===== config.mk =====
export PLATFORM = sky130hd
export DESIGN_NAME = seq_pattern_tx_flat
export DESIGN_NICKNAME = d
export VERILOG_FILES = /design/src/rtl/seq_pattern_tx_if.sv /design/src/rtl/seq_pattern_tx.sv /design/src/flat_wrapper.sv
export SDC_FILE = /design/constraint.sdc
export NUM_CORES = 1
export LEC_CHECK = 0
export ABC_AREA = 1
export BUFFER_PORTS_ARGS = -buffer_cell sky130_fd_sc_hd__buf_2
export CAP_MARGIN = 40
export CORE_MARGIN = 10
export CORE_UTILIZATION = 45
export DETAILED_ROUTE_END_ITERATION = 10
export GPL_TIMING_DRIVEN = 0
export PLACE_DENSITY = 0.71
export RECOVER_POWER = 25
export SLEW_MARGIN = 30
export SYNTH_ARGS = -nofsm -noshare
export SYNTH_HDL_FRONTEND = slang
export SYNTH_SLANG_ARGS = --single-unit

===== constraint.sdc =====
create_clock -name clk -period 2.31 [get_ports clk]
set_input_delay 0.231 -clock clk [delete_from_list [all_inputs] [get_ports clk]]
set_output_delay 0.231 -clock clk [all_outputs]
set_load 0.05 [all_outputs]

===== src/rtl/seq_pattern_tx_if.sv =====
// Bus between a frame requester and the seq_pattern_tx serial transmitter.
// start is a request that is taken only while busy=0; out_valid=1 marks out as a sync/payload bit.
interface seq_pattern_tx_if #(
  parameter int DATA_W = 8,
  parameter int GAP_W  = 4,
  parameter int CNT_W  = 4
);
  logic              start;
  logic [DATA_W-1:0] data;
  logic [GAP_W-1:0]  gap_len;
  logic [CNT_W-1:0]  nframes;
  logic              out;
  logic              out_valid;
  logic              busy;
  logic              frame_done;
  logic              done;

  modport master (
    input  start, data, gap_len, nframes,
    output out, out_valid, busy, frame_done, done
  );

  modport slave (
    output start, data, gap_len, nframes,
    input  out, out_valid, busy, frame_done, done
  );
endinterface


===== src/rtl/seq_pattern_tx.sv =====
// Serial frame transmitter: sync pattern, payload (incrementing per frame), optional idle gap.
// All bus outputs are registered from the next-state decode, so they line up with r_state.
module seq_pattern_tx #(
  parameter int               PAT_W   = 4,
  parameter logic [PAT_W-1:0] PATTERN = 4'b1101,
  parameter int               DATA_W  = 8,
  parameter int               GAP_W   = 4,
  parameter int               CNT_W   = 4
) (
  input  logic                 clk,
  input  logic                 reset,
  seq_pattern_tx_if.master     bus,
  output logic [1:0]           o_state
);

  localparam int MAXB = (PAT_W > DATA_W) ? PAT_W : DATA_W;
  localparam int CW0  = $clog2(MAXB);
  localparam int CW   = (CW0 > GAP_W) ? CW0 : GAP_W;

  typedef enum logic [1:0] {
    S_IDLE = 2'd0,
    S_SYNC = 2'd1,
    S_DATA = 2'd2,
    S_GAP  = 2'd3
  } state_t;

  state_t            r_state, w_state_nxt;
  logic [CW-1:0]     r_cnt, w_cnt_nxt;
  logic [CNT_W-1:0]  r_frame, w_frame_nxt;
  logic [CNT_W-1:0]  r_nframes, w_nframes_nxt;
  logic [DATA_W-1:0] r_payload, w_payload_nxt;
  logic [GAP_W-1:0]  r_gap, w_gap_nxt;

  logic r_out, r_valid, r_busy, r_fdone, r_done;
  logic w_out_nxt, w_valid_nxt, w_busy_nxt, w_fdone_nxt, w_done_nxt;

  logic w_sync_last, w_data_last, w_gap_last, w_last_frame;
  logic [PAT_W-1:0]  w_pat_sh;
  logic [DATA_W-1:0] w_pay_sh;

  assign w_sync_last  = (r_cnt == CW'(PAT_W - 1));
  assign w_data_last  = (r_cnt == CW'(DATA_W - 1));
  assign w_gap_last   = ((r_cnt + CW'(1)) == CW'(r_gap));
  assign w_last_frame = (r_frame == r_nframes);

  always_ff @(posedge clk) begin
    if (reset) begin
      r_state   <= S_IDLE;
      r_cnt     <= '0;
      r_frame   <= '0;
      r_nframes <= '0;
      r_payload <= '0;
      r_gap     <= '0;
      r_out     <= 1'b0;
      r_valid   <= 1'b0;
      r_busy    <= 1'b0;
      r_fdone   <= 1'b0;
      r_done    <= 1'b0;
    end else begin
      r_state   <= w_state_nxt;
      r_cnt     <= w_cnt_nxt;
      r_frame   <= w_frame_nxt;
      r_nframes <= w_nframes_nxt;
      r_payload <= w_payload_nxt;
      r_gap     <= w_gap_nxt;
      r_out     <= w_out_nxt;
      r_valid   <= w_valid_nxt;
      r_busy    <= w_busy_nxt;
      r_fdone   <= w_fdone_nxt;
      r_done    <= w_done_nxt;
    end
  end

  always_comb begin
    w_state_nxt   = r_state;
    w_cnt_nxt     = r_cnt;
    w_frame_nxt   = r_frame;
    w_nframes_nxt = r_nframes;
    w_payload_nxt = r_payload;
    w_gap_nxt     = r_gap;
    case (r_state)
      S_IDLE: begin
        if (bus.start) begin
          w_state_nxt   = S_SYNC;
          w_cnt_nxt     = '0;
          w_frame_nxt   = '0;
          w_nframes_nxt = bus.nframes;
          w_payload_nxt = bus.data;
          w_gap_nxt     = bus.gap_len;
        end
      end
      S_SYNC: begin
        w_cnt_nxt = r_cnt + 1'b1;
        if (w_sync_last) begin
          w_state_nxt = S_DATA;
          w_cnt_nxt   = '0;
        end
      end
      S_DATA: begin
        w_cnt_nxt = r_cnt + 1'b1;
        if (w_data_last) begin
          w_cnt_nxt = '0;
          if (w_last_frame) begin
            w_state_nxt = S_IDLE;
          end else begin
            // Next frame carries the following payload value; wraps naturally.
            w_frame_nxt   = r_frame + 1'b1;
            w_payload_nxt = r_payload + 1'b1;
            w_state_nxt   = (r_gap != '0) ? S_GAP : S_SYNC;
          end
        end
      end
      S_GAP: begin
        w_cnt_nxt = r_cnt + 1'b1;
        if (w_gap_last) begin
          w_state_nxt = S_SYNC;
          w_cnt_nxt   = '0;
        end
      end
      default: w_state_nxt = S_IDLE;
    endcase
  end

  // Outputs are decoded from the next state so the registered copy matches r_state.
  always_comb begin
    w_pat_sh    = PATTERN << w_cnt_nxt;
    w_pay_sh    = w_payload_nxt << w_cnt_nxt;
    w_out_nxt   = 1'b0;
    w_valid_nxt = 1'b0;
    case (w_state_nxt)
      S_SYNC: begin
        w_out_nxt   = w_pat_sh[PAT_W-1];
        w_valid_nxt = 1'b1;
      end
      S_DATA: begin
        w_out_nxt   = w_pay_sh[DATA_W-1];
        w_valid_nxt = 1'b1;
      end
      default: begin
        w_out_nxt   = 1'b0;
        w_valid_nxt = 1'b0;
      end
    endcase
    w_busy_nxt  = (w_state_nxt != S_IDLE);
    w_fdone_nxt = (r_state == S_DATA) && w_data_last;
    w_done_nxt  = w_fdone_nxt && w_last_frame;
  end

  assign bus.out        = r_out;
  assign bus.out_valid  = r_valid;
  assign bus.busy       = r_busy;
  assign bus.frame_done = r_fdone;
  assign bus.done       = r_done;
  assign o_state        = r_state;

endmodule


===== src/flat_wrapper.sv =====
// flat-port wrapper written by rule: the top's interface ports become plain ports
module seq_pattern_tx_flat 
#(
  parameter int               PAT_W   = 4,
  parameter logic [PAT_W-1:0] PATTERN = 4'b1101,
  parameter int               DATA_W  = 8,
  parameter int               GAP_W   = 4,
  parameter int               CNT_W   = 4
)
  (clk, reset, o_state, bus_start, bus_data, bus_gap_len, bus_nframes, bus_out, bus_out_valid, bus_busy, bus_frame_done, bus_done);
  seq_pattern_tx_if #(.DATA_W(DATA_W), .GAP_W(GAP_W), .CNT_W(CNT_W)) bus_i ();
  input  logic clk;
  input  logic reset;
  output logic [1:0] o_state;
  input wire logic [$bits(bus_i.start)-1:0] bus_start;
  input wire logic [$bits(bus_i.data)-1:0] bus_data;
  input wire logic [$bits(bus_i.gap_len)-1:0] bus_gap_len;
  input wire logic [$bits(bus_i.nframes)-1:0] bus_nframes;
  output wire logic [$bits(bus_i.out)-1:0] bus_out;
  output wire logic [$bits(bus_i.out_valid)-1:0] bus_out_valid;
  output wire logic [$bits(bus_i.busy)-1:0] bus_busy;
  output wire logic [$bits(bus_i.frame_done)-1:0] bus_frame_done;
  output wire logic [$bits(bus_i.done)-1:0] bus_done;
  assign bus_i.start = bus_start;
  assign bus_i.data = bus_data;
  assign bus_i.gap_len = bus_gap_len;
  assign bus_i.nframes = bus_nframes;
  assign bus_out = bus_i.out;
  assign bus_out_valid = bus_i.out_valid;
  assign bus_busy = bus_i.busy;
  assign bus_frame_done = bus_i.frame_done;
  assign bus_done = bus_i.done;
  seq_pattern_tx #(.PAT_W(PAT_W), .PATTERN(PATTERN), .DATA_W(DATA_W), .GAP_W(GAP_W), .CNT_W(CNT_W)) u_core (.clk(clk), .reset(reset), .bus(bus_i), .o_state(o_state));
endmodule

==> key figures, run 1 <==
Outcome
  – Status: complete, no violations

Global routing
  – Largest net degree at the start of global routing: 11
  – Total track usage: 13.57%
  – Global route hottest layer: met2
  – Grt met1 use: 16.58%
  – Vias in the first global route: 1910
  – Grt met3 use: 3.155%
  – Total congestion overflow: 0
  – Global-route wire length before repair: 8438 um
  – Routing usage on met2: 22.00%
  – Antenna violations before repair: 0

Layout
  – Fill count: 404
  – Ant. Diodes: 0
  – Most common cell after layout, fill and taps aside: nand2_1
  – Fraction of layout cells with a size suffix above 1: 19.21%
  – Layout area overhead: 17.08%
  – Final #Nets: 352
  – Final instance area: 2247 um2
  – Most frequent cells in the layout: nand2_1, inv_1, dfxtp_1

Synthesis
  – Seq cells post-synth: 31
  – Synth cell types: 31
  – Synthesized Nets: 320
  – Syn Inst Count: 295
  – Sequential area share after synthesis: 32.33%
  – Synthesized cell area: 1919 um2
  – Synthesized area per cell: 6.506 um2
  – YS warnings: 0

STA
  – Final setup violation count: 0
  – Part of the cycle the worst path needs: 90.79%
  – Final hold vios: 0
  – Fmax: 476.8 MHz
  – Setup repair after global routing missed its margin: no
  – Minimum clock period: 2.097 ns
  – WHS: 0.1786 ns
  – Worst slew pin tran: 0.6069 ns
  – Slew Limit Fails: 0
  – Skew final: 0.007287 ns
  – Slew HR: 59.71%

Drt
  – # DRC: 0
  – First drt pass iteration count: 4
  – Routed Antenna Nets: 0
  – Routed WL: 4767 um
  – Vias: 1969
  – Avg Vias per Cell: 5.209
  – Initial DRC Count: 172
  – Drt wl/cell: 12.61 um

Worst hold path
  – Hold WC Path Type: input pin to flip-flop

Run
  – Max Cap Violations: 0

Critical path
  – Worst Setup Start Kind: flip-flop
  – Setup CP Type: flip-flop to flip-flop
  – Critical path fanouts, max: 6
  – CP arrival: 2.27 ns
  – Worst EP required: 2.48 ns
  – CP Capture Type: flip-flop

Floorplanning
  – Die Y-Extent: 85.31 um
  – Core area: 4058 um2
  – Ports: 26
  – Die area: 7278 um2
  – Die Wd: 85.31 um
  – Site row count: 23
  – Initial Utilization: 47.30%

Clocking
  – Clock Latency Late Sink: 0.28 ns
  – Post-CTS Hold Fix Bufs: 0
  – Clock slew at reported path FFs: 0.07 ns
  – Root Driver: clkbuf_8
  – Total CTS buffers: 5
  – Postcts setup bufs: 0
  – CTS tree: done
  – Htree depth: 2
  – Longest Clk Path Bufs: 2
  – Clk sinks: 31

Placement
  – GPL Wtd Cong: 0.8325
  – Cell area after placement: 2107 um2
  – Dpl hpwl: 3633 um
  – I/O Buffers: 25

Pwr
  – Power Density: 621.0 nW/um2
  – Leak: 1.035 nW
  – Maximum VDD drop: 0.4618 mV
[critical path, stage by stage, from the launching register on]
cell and delay (ns):
dfxtp_2 0.35, ha_2 0.35, inv_1 0.04, nand2_1 0.04
nand2_1 0.07, nor2_4 0.11, nand3_2 0.07, o21ai_2 0.20
nand2_2 0.10, nand2_2 0.09, nand2_4 0.06, nand2_2 0.13
nand2_1 0.07, nand3_1 0.09, nand3_2 0.08, nand3_2 0.08
a21oi_2 0.05
[cells in the mapped netlist (all sizes together)]
cell type / number / area (um2)
nor3: 4 / 20.02
nand2: 87 / 351.6
nand3: 31 / 185.2
or2: 1 / 6.260
a211oi: 2 / 15.01
dfxtp: 31 / 620.6
a31o: 1 / 8.760
a221oi: 6 / 52.55
nor4: 2 / 12.51
a22oi: 1 / 7.510
o21ai: 15 / 82.58
nand4: 9 / 56.30
o211ai: 1 / 7.510
ha: 6 / 75.07
buf: 2 / 16.26
a21oi: 13 / 68.82
a31oi: 1 / 6.260
clkbuf: 4 / 15.01
nor2: 29 / 123.9
inv: 48 / 180.2
nor3b: 1 / 7.510
[worst paths after layout]
path,startpoint,endpoint,slack [ns],cells after the start
min,reset,u_core.bus.out_valid$_SDFF_PP0_,0.18,2
max reg2reg,u_core.r_cnt[0]$_SDFF_PP0_,u_core.bus.out$_SDFF_PP0_,0.21,16
min reg2reg,u_core.r_nframes[3]$_SDFFE_PP0P_,u_core.r_nframes[3]$_SDFFE_PP0P_,0.47,2
max,u_core.r_cnt[0]$_SDFF_PP0_,u_core.bus.out$_SDFF_PP0_,0.21,16
[kinds of logic after synthesis]
| kind of cell | after synthesis | share of synthesized area (%) |
|---|---|---|
| simple gates | 164 | 39.77 |
| compound gates | 40 | 12.97 |
| buf+inv | 54 | 11.02 |
| flops | 31 | 32.33 |
| fa+ha+maj | 6 | 3.911 |
[cell type report]
class / count / area, um2 / area share [%]
inverter: 48 / 185.2 / 8.241
clock buffer: 6 / 82.58 / 3.675
multi-input combinational: 210 / 1111 / 49.44
sequential: 31 / 623.1 / 27.73
tap: 50 / 62.56 / 2.784
buffer: 6 / 31.28 / 1.392
clock inverter: 2 / 35.03 / 1.559
timing repair buffer: 25 / 116.4 / 5.178
[sequential cells by signal, indices dropped and copies added, names as in the netlist]
register / count
u_core.bus.busy: 1
u_core.o_state: 2
u_core.r_gap: 4
u_core.bus.frame_done: 1
u_core.r_cnt: 4
u_core.r_frame: 4
u_core.bus.out: 1
u_core.r_payload: 8
u_core.r_nframes: 4
u_core.bus.done: 1
u_core.bus.out_valid: 1
[per-stage QoR]
step | power (mW) | cells | setup slack, ns | setup TNS (ns) | util (%)
6_report | 1.395 | 378 | 0.2128 | 0 | 55.38
5_1_grt | 1.467 | 378 | 0.03042 | 0 | 55.38
4_1_cts | 1.405 | 378 | 0.01528 | 0 | 55.01
3_5_place_dp | 0.8472 | 370 | -0.07522 | -0.07522 | 51.93
3_3_place_gp | 0.8445 | 370 | -0.07246 | -0.07246 | 51.93
2_1_floorplan | 0.7806 | 295 | 0.2346 | 0 | -
[per-layer routing]
metal | up-vias | wire length [um]
li1 | 1025 | -
met1 | 895 | 2226
met2 | 43 | 2240
met3 | 6 | 235
met4 | 0 | 64
met5 | - | 0
[timing repair]
action / CTS / global route
pin swaps: 0 / 0
cloned: 0 / 0
resized for setup: 2 / 7
endpoints found under the hold margin: 0 / 0
setup endpoints to repair: 1 / 2
[power breakdown]
part           switching, mW  internal [mW]  total [mW]
Clock                  0.210          0.349       0.558
Combinational          0.166         0.0860       0.252
Sequential            0.0217          0.564       0.585
No activity file was read; power rests on OpenSTA's default activity.
==> inputs of run 2 (changes only) <==
--- a/config.mk
+++ b/config.mk
@@ -6,13 +6,14 @@
 export NUM_CORES = 1
 export LEC_CHECK = 0
 export ABC_AREA = 1
-export BUFFER_PORTS_ARGS = -buffer_cell sky130_fd_sc_hd__buf_2
 export CAP_MARGIN = 40
 export CORE_MARGIN = 10
 export CORE_UTILIZATION = 45
 export DETAILED_ROUTE_END_ITERATION = 10
+export DONT_BUFFER_PORTS = 1
+export GPL_ROUTABILITY_DRIVEN = 0
 export GPL_TIMING_DRIVEN = 0
-export PLACE_DENSITY = 0.71
+export PLACE_DENSITY = 0.66
 export RECOVER_POWER = 25
 export SLEW_MARGIN = 30
 export SYNTH_ARGS = -nofsm -noshare
==> key figures, run 2 (synthesis gave the netlist of run 1 again) <==
Floorplanning
  – Core area: 4058 um2 (unchanged)
  – Die area: 7278 um2 (unchanged)
  – Ports: 26 (unchanged)
  – Die Y-Extent: 85.31 um (unchanged)
  – Die Wd: 85.31 um (unchanged)
  – Initial Utilization: 47.30% (unchanged)
  – Site row count: 23 (unchanged)

STA
  – Setup repair after global routing missed its margin: no
  – Skew final: 0.003891 ns (-0.003396 ns)
  – Final setup violation count: 0 (unchanged)
  – Worst slew pin tran: 0.5487 ns (-0.05824 ns)
  – Slew HR: 63.38% (+3.7 points)
  – Minimum clock period: 2.108 ns (+0.01083 ns)
  – Final hold vios: 0 (unchanged)
  – WHS: 0.02426 ns (-0.1543 ns)
  – Slew Limit Fails: 0 (unchanged)
  – Final setup TNS: 0 ns (unchanged)
  – Part of the cycle the worst path needs: 91.26% (+0.47 points)
  – Fmax: 474.4 MHz (-0.51%)

Clocking
  – Clk sinks: 31 (unchanged)
  – CTS tree: done
  – Clock slew at reported path FFs: 0.07 ns (about the same)
  – Longest Clk Path Bufs: 2 (unchanged)
  – Total CTS buffers: 5 (unchanged)
  – Clock Latency Late Sink: 0.29 ns (about the same)
  – Postcts setup bufs: 0 (unchanged)
  – Htree depth: 2 (unchanged)
  – Root Driver: clkbuf_8
  – Post-CTS Hold Fix Bufs: 0 (unchanged)

Pwr
  – Gate power share: 16.5% (-1.5 points)
  – Internal: 0.9083 mW (-9.0%)
  – Leak: 0.9464 nW (-8.6%)
  – Power Density: 614.3 nW/um2 (-1.1%)
  – Switching pwr: 0.4013 mW (+1.1%)
  – Switch share: 30.64% (+2.2 points)
  – Sequential Power Share: 46.1% (+4.2 points)
  – Clock power frac: 37.4% (-2.6 points)
  – Maximum VDD drop: 0.4489 mV (-2.8%)

Critical path
  – CP Depth: 12 (-4)
  – Max incr delay on CP: 0.48 ns (+0.13 ns)
  – CP arrival: 2.33 ns (+0.06 ns)
  – Worst Setup Start Kind: flip-flop
  – Reg2reg path depth: 12 (-4)
  – CP max-delay cell: dfxtp_4
  – Setup CP Type: flip-flop to flip-flop
  – Worst path top cell family by delay: simple AND/OR/NAND/NOR gates
  – Worst EP required: 2.53 ns (+0.05 ns)
  – Crit path cell chain: inv_2 > nand2_1 > inv_2 > nand2_1 > inv_1 > nor3_4 > inv_1 > ha_1 > inv_1 > nor2_1 > nand2_1 > a21oi_2
  – WP buf/inv: 5 (+4)
  – CP Capture Type: flip-flop
  – Critical path fanouts, max: 9 (+3)

Drt
  – # DRC: 0 (unchanged)
  – Routed Antenna Nets: 0 (unchanged)
  – WL met3: 292 um (+24%)
  – Initial DRC Count: 150 (-13%)
  – Avg Vias per Cell: 5.388 (+3.4%)
  – Top sig layer: met4
  – First drt pass iteration count: 4 (unchanged)
  – Routed met1 length: 2189 um (-1.7%)
  – Vias: 1902 (-3.4%)
  – Met2 WL: 2338 um (+4.4%)
  – Routed WL: 4900 um (+2.8%)
  – Drt wl/cell: 13.88 um (+10%)

Layout
  – Most frequent cells in the layout: nand2_1, inv_1, dfxtp_1
  – Layout area overhead: 11.08%
  – Biggest register: u_core.r_payload
  – Largest register FFs: 8 (unchanged)
  – Most common cell after layout, fill and taps aside: nand2_1
  – Final #Nets: 327 (-7.1%)
  – Final instance area: 2132 um2 (-5.1%)
  – Ant. Diodes: 0 (unchanged)
  – Fraction of layout cells with a size suffix above 1: 15.18% (-4.0 points)

Outcome
  – Status: complete, no violations

Global routing
  – Vias in the first global route: 1853 (-3.0%)
  – Total congestion overflow: 0 (unchanged)
  – Largest net degree at the start of global routing: 11 (unchanged)
  – Antenna violations before repair: 0 (unchanged)
  – Global-route wire length before repair: 8411 um (-0.32%)
  – Total track usage: 13.81% (+0.24 points)

Worst hold path
  – Hold-critical path depth: 1 (-1)
  – Hold WC Path Type: input pin to flip-flop

Placement
  – Dpl hpwl: 3636 um (about the same)
  – I/O Buffers: 0 (-100%)
  – Cell area after placement: 1982 um2 (-5.9%)

Run
  – Max Cap Violations: 0 (unchanged)
## run 2: changes by cell type in the layout (fill, tap and decap cells not counted), sizes merged
cell / previous run / this run
bufinv: 1 / 0
clkbuf: 17 / 11
buf: 20 / 2
clkinv: 1 / 0
clkinvlp: 0 / 1
## run 2: path summary, 6_finish.rpt
path                                    start                          endpoint  slack [ns]
max              u_core.o_state[0]$_SDFF_PP0_         u_core.bus.out$_SDFF_PP0_        0.20
min                                     reset   u_core.bus.out_valid$_SDFF_PP0_        0.02
max reg2reg      u_core.o_state[0]$_SDFF_PP0_         u_core.bus.out$_SDFF_PP0_        0.20
min reg2reg  u_core.r_nframes[2]$_SDFFE_PP0P_  u_core.r_nframes[2]$_SDFFE_PP0P_        0.47
## run 2: layout make-up
| class | count | area [um2] |
|---|---|---|
| tap | 50 | 62.56 |
| multi-input combinational | 210 | 1119 |
| clock inverter | 1 | 7.507 |
| sequential | 31 | 630.6 |
| inverter | 48 | 185.2 |
| clock buffer | 7 | 96.34 |
| buffer | 6 | 31.28 |
| fill | 414 | 1926 |
## run 2: stage by stage
stage / cells / utilization, % / power (mW) / setup slack, ns
floorplan: 295 / - / 0.7806 / 0.2346
global placement: 345 / 48.84 / 0.8262 / -0.2441
detailed placement: 345 / 48.84 / 0.8272 / -0.3045
CTS: 353 / 51.90 / 1.324 / 0.006204
global route: 353 / 52.54 / 1.376 / 0.0004392
finish: 353 / 52.54 / 1.310 / 0.2020
## run 2: power groups by stage
stage | logic, mW | clock network, mW | registers [mW]
detailed placement | 0.211 | 0 | 0.616
global placement | 0.210 | 0 | 0.616
finish | 0.216 | 0.489 | 0.604
floorplan | 0.171 | 0 | 0.610
global route | 0.249 | 0.518 | 0.609
CTS | 0.214 | 0.506 | 0.604
## run 2: layer usage
metal | global-route usage, % | vias to the layer above
met5 | 0 | -
met4 | 5.539 | 0
met3 | 4.207 | 8
met2 | 22.55 | 51
met1 | 16.38 | 872
li1 | - | 971
## run 2: repair_timing
| action | CTS | global route |
|---|---|---|
| cloned | 0 | 0 |
| pin swaps | 0 | 0 |
| resized for setup | 6 | 7 |
| setup endpoints to repair | 2 | 3 |
| endpoints found under the hold margin | 0 | 0 |
==> inputs of run 3 (changes only) <==
--- a/config.mk
+++ b/config.mk
@@ -8,12 +8,12 @@
 export ABC_AREA = 1
 export CAP_MARGIN = 40
 export CORE_MARGIN = 10
-export CORE_UTILIZATION = 45
+export CORE_UTILIZATION = 50
 export DETAILED_ROUTE_END_ITERATION = 10
 export DONT_BUFFER_PORTS = 1
 export GPL_ROUTABILITY_DRIVEN = 0
 export GPL_TIMING_DRIVEN = 0
-export PLACE_DENSITY = 0.66
+export PLACE_DENSITY = 0.71
 export RECOVER_POWER = 25
 export SLEW_MARGIN = 30
 export SYNTH_ARGS = -nofsm -noshare
==> constraint.sdc (replaced) <==
create_clock -name clk -period 2.6 [get_ports clk]
set_input_delay 0.26 -clock clk [delete_from_list [all_inputs] [get_ports clk]]
set_output_delay 0.26 -clock clk [all_outputs]
set_load 0.05 [all_outputs]
==> key figures, run 3 (synthesis gave the netlist of run 1 again) <==
Worst hold path
  – Hold-critical path depth: 1 (unchanged)
  – Hold EP: u_core.bus.out_valid$_SDFF_PP0_
  – Hold_sp: reset
  – Hold WC Path Type: input pin to flip-flop

STA
  – Minimum clock period: 2.304 ns (+0.1955 ns)
  – Final setup TNS: 0 ns (unchanged)
  – Worst slew pin tran: 0.6295 ns (+0.08084 ns)
  – Final hold vios: 0 (unchanged)
  – Skew final: 0.004996 ns (+0.001105 ns)
  – Part of the cycle the worst path needs: 88.60% (-2.7 points)
  – Slew Limit Fails: 0 (unchanged)
  – Final setup violation count: 0 (unchanged)
  – Fmax: 434.1 MHz (-8.5%)
  – Slew HR: 57.97% (-5.4 points)
  – Setup repair after global routing missed its margin: no

Layout
  – Ant. Diodes: 0 (unchanged)
  – Most frequent cells in the layout: nand2_1, inv_1, dfxtp_1
  – Biggest register: u_core.r_payload
  – Largest register FFs: 8 (unchanged)
  – Layout area overhead: 9.257%
  – Fraction of layout cells with a size suffix above 1: 13.86% (-1.3 points)
  – Final #Nets: 327 (unchanged)
  – Most common cell after layout, fill and taps aside: nand2_1

Floorplanning
  – Site row count: 22 (-4.3%)
  – Die Y-Extent: 81.96 um (-3.9%)
  – Core area: 3689 um2 (-9.1%)
  – Die Wd: 81.96 um (-3.9%)
  – Ports: 26 (unchanged)
  – Die area: 6717 um2 (-7.7%)
  – Initial Utilization: 52.04% (+4.7 points)

Clocking
  – Clock slew at reported path FFs: 0.06 ns (about the same)
  – Longest Clk Path Bufs: 2 (unchanged)
  – Root Driver: clkbuf_8
  – Total CTS buffers: 5 (unchanged)
  – CTS tree: done
  – Post-CTS Hold Fix Bufs: 0 (unchanged)
  – Clock Latency Late Sink: 0.28 ns (about the same)
  – Clk sinks: 31 (unchanged)
  – Htree depth: 2 (unchanged)

Global routing
  – Antenna violations before repair: 0 (unchanged)
  – Largest net degree at the start of global routing: 11 (unchanged)
  – Total track usage: 14.80% (+0.99 points)
  – Global-route wire length before repair: 7928 um (-5.7%)
  – Total congestion overflow: 0 (unchanged)
  – Vias in the first global route: 1772 (-4.4%)

Critical path
  – CP arrival: 2.52 ns (+0.19 ns)
  – Worst EP required: 2.82 ns (+0.29 ns)
  – CP Capture Type: flip-flop
  – Critical path fanouts, max: 10 (+1)
  – Worst Setup Start Kind: flip-flop
  – Reg2reg path depth: 13 (+1)
  – Worst r2r src: u_core.r_cnt[1]$_SDFF_PP0_
  – Reg2reg setup slack: 0.30 ns (+0.09 ns)
  – Setup CP Type: flip-flop to flip-flop
  – R2r endpoint: u_core.bus.out$_SDFF_PP0_

Drt
  – Initial DRC Count: 130 (-13%)
  – First drt pass iteration count: 4 (unchanged)
  – # DRC: 0 (unchanged)
  – Routed WL: 4753 um (-3.0%)
  – Vias: 1880 (-1.2%)
  – Drt wl/cell: 13.54 um (-2.4%)
  – Routed Antenna Nets: 0 (unchanged)
  – Avg Vias per Cell: 5.356 (-0.59%)

Pwr
  – Power Density: 579.4 nW/um2 (-5.7%)
  – Leak: 0.9519 nW (+0.57%)
  – Maximum VDD drop: 0.3861 mV (-14%)
  – Design Power: 1.215 mW (-7.2%)

Placement
  – I/O Buffers: 0 (unchanged)
  – Dpl hpwl: 3537 um (-2.7%)

Outcome
  – Status: complete, no violations

Run
  – Max Cap Violations: 0 (unchanged)
run 3: cell count changes in the layout (fill, tap and decap cells not counted), sizes merged:
cell and change:
clkinv +1, clkinvlp -1, bufinv +1, buf -1
run 3: cell type report:
| type | count | area [um2] |
|---|---|---|
| plain buffers | 6 | 23.77 |
| clock buffers | 6 | 82.58 |
| clock inverters | 2 | 35.03 |
| fillers | 387 | 1592 |
| inverters | 48 | 180.2 |
| multi-input cells | 210 | 1092 |
| flip-flops and latches | 31 | 623.1 |
| well taps | 48 | 60.06 |
run 3: power by group:
| part | leakage [nW] | internal, mW | total [mW] | switching (mW) |
|---|---|---|---|---|
| Clock | 0.0612 | 0.310 | 0.492 | 0.182 |
| Sequential | 0.255 | 0.501 | 0.537 | 0.0363 |
| Combinational | 0.636 | 0.0608 | 0.186 | 0.125 |
run 3: worst max path at each step:
stage | from | to | slack [ns] | cells past startpoint
2_1_floorplan | u_core.o_state[0]$_SDFF_PP0_ | u_core.bus.out$_SDFF_PP0_ | 0.52 | 12
3_3_place_gp | u_core.o_state[0]$_SDFF_PP0_ | u_core.bus.out$_SDFF_PP0_ | 0.06 | 12
3_5_place_dp | u_core.o_state[0]$_SDFF_PP0_ | u_core.bus.out$_SDFF_PP0_ | 0.05 | 12
4_1_cts | u_core.o_state[0]$_SDFF_PP0_ | u_core.bus.out$_SDFF_PP0_ | 0.03 | 12
5_1_grt | u_core.r_cnt[1]$_SDFF_PP0_ | u_core.bus.out$_SDFF_PP0_ | 0.04 | 13
6_report | u_core.r_cnt[1]$_SDFF_PP0_ | u_core.bus.out$_SDFF_PP0_ | 0.30 | 13
run 3: layer usage:
metal | vias to the layer above | global-route usage [%] | wire length, um
li1 | 978 | - | -
met1 | 863 | 18.57 | 2186
met2 | 33 | 23.35 | 2244
met3 | 6 | 3.930 | 277
met4 | 0 | 6.293 | 44
met5 | - | 0 | 0
run 3: per-stage QoR:
step           instance area [um2]  worst slack [ns]  hold slack, ns  instances  util, %
6_report                      2097            0.2964         0.05764        351    56.85
3_5_place_dp                  1979           0.05450          0.3504        343    53.66
2_1_floorplan                 1919            0.5246          0.3424        295        -
4_1_cts                       2097           0.02558         0.05117        351    56.85
3_3_place_gp                  1979           0.06361          0.3466        343    53.66
5_1_grt                       2097           0.04465         0.05279        351    56.85
run 3: timing repair:
action | CTS | global route
gates resized for setup | 0 | 3
setup endpoints to repair | 0 | 1
buffers inserted | 0 | 0
run 3: critical path: stages, from the launching register on:
cell and delay, ns:
dfxtp_1 0.42, ha_1 0.23, nand3_2 0.17, inv_2 0.20, nand2_1 0.12, nand2_1 0.14
inv_1 0.06, nor3_2 0.17, inv_1 0.12, ha_1 0.29, inv_1 0.03, nor2_1 0.10
nand2_1 0.08, a21oi_2 0.10
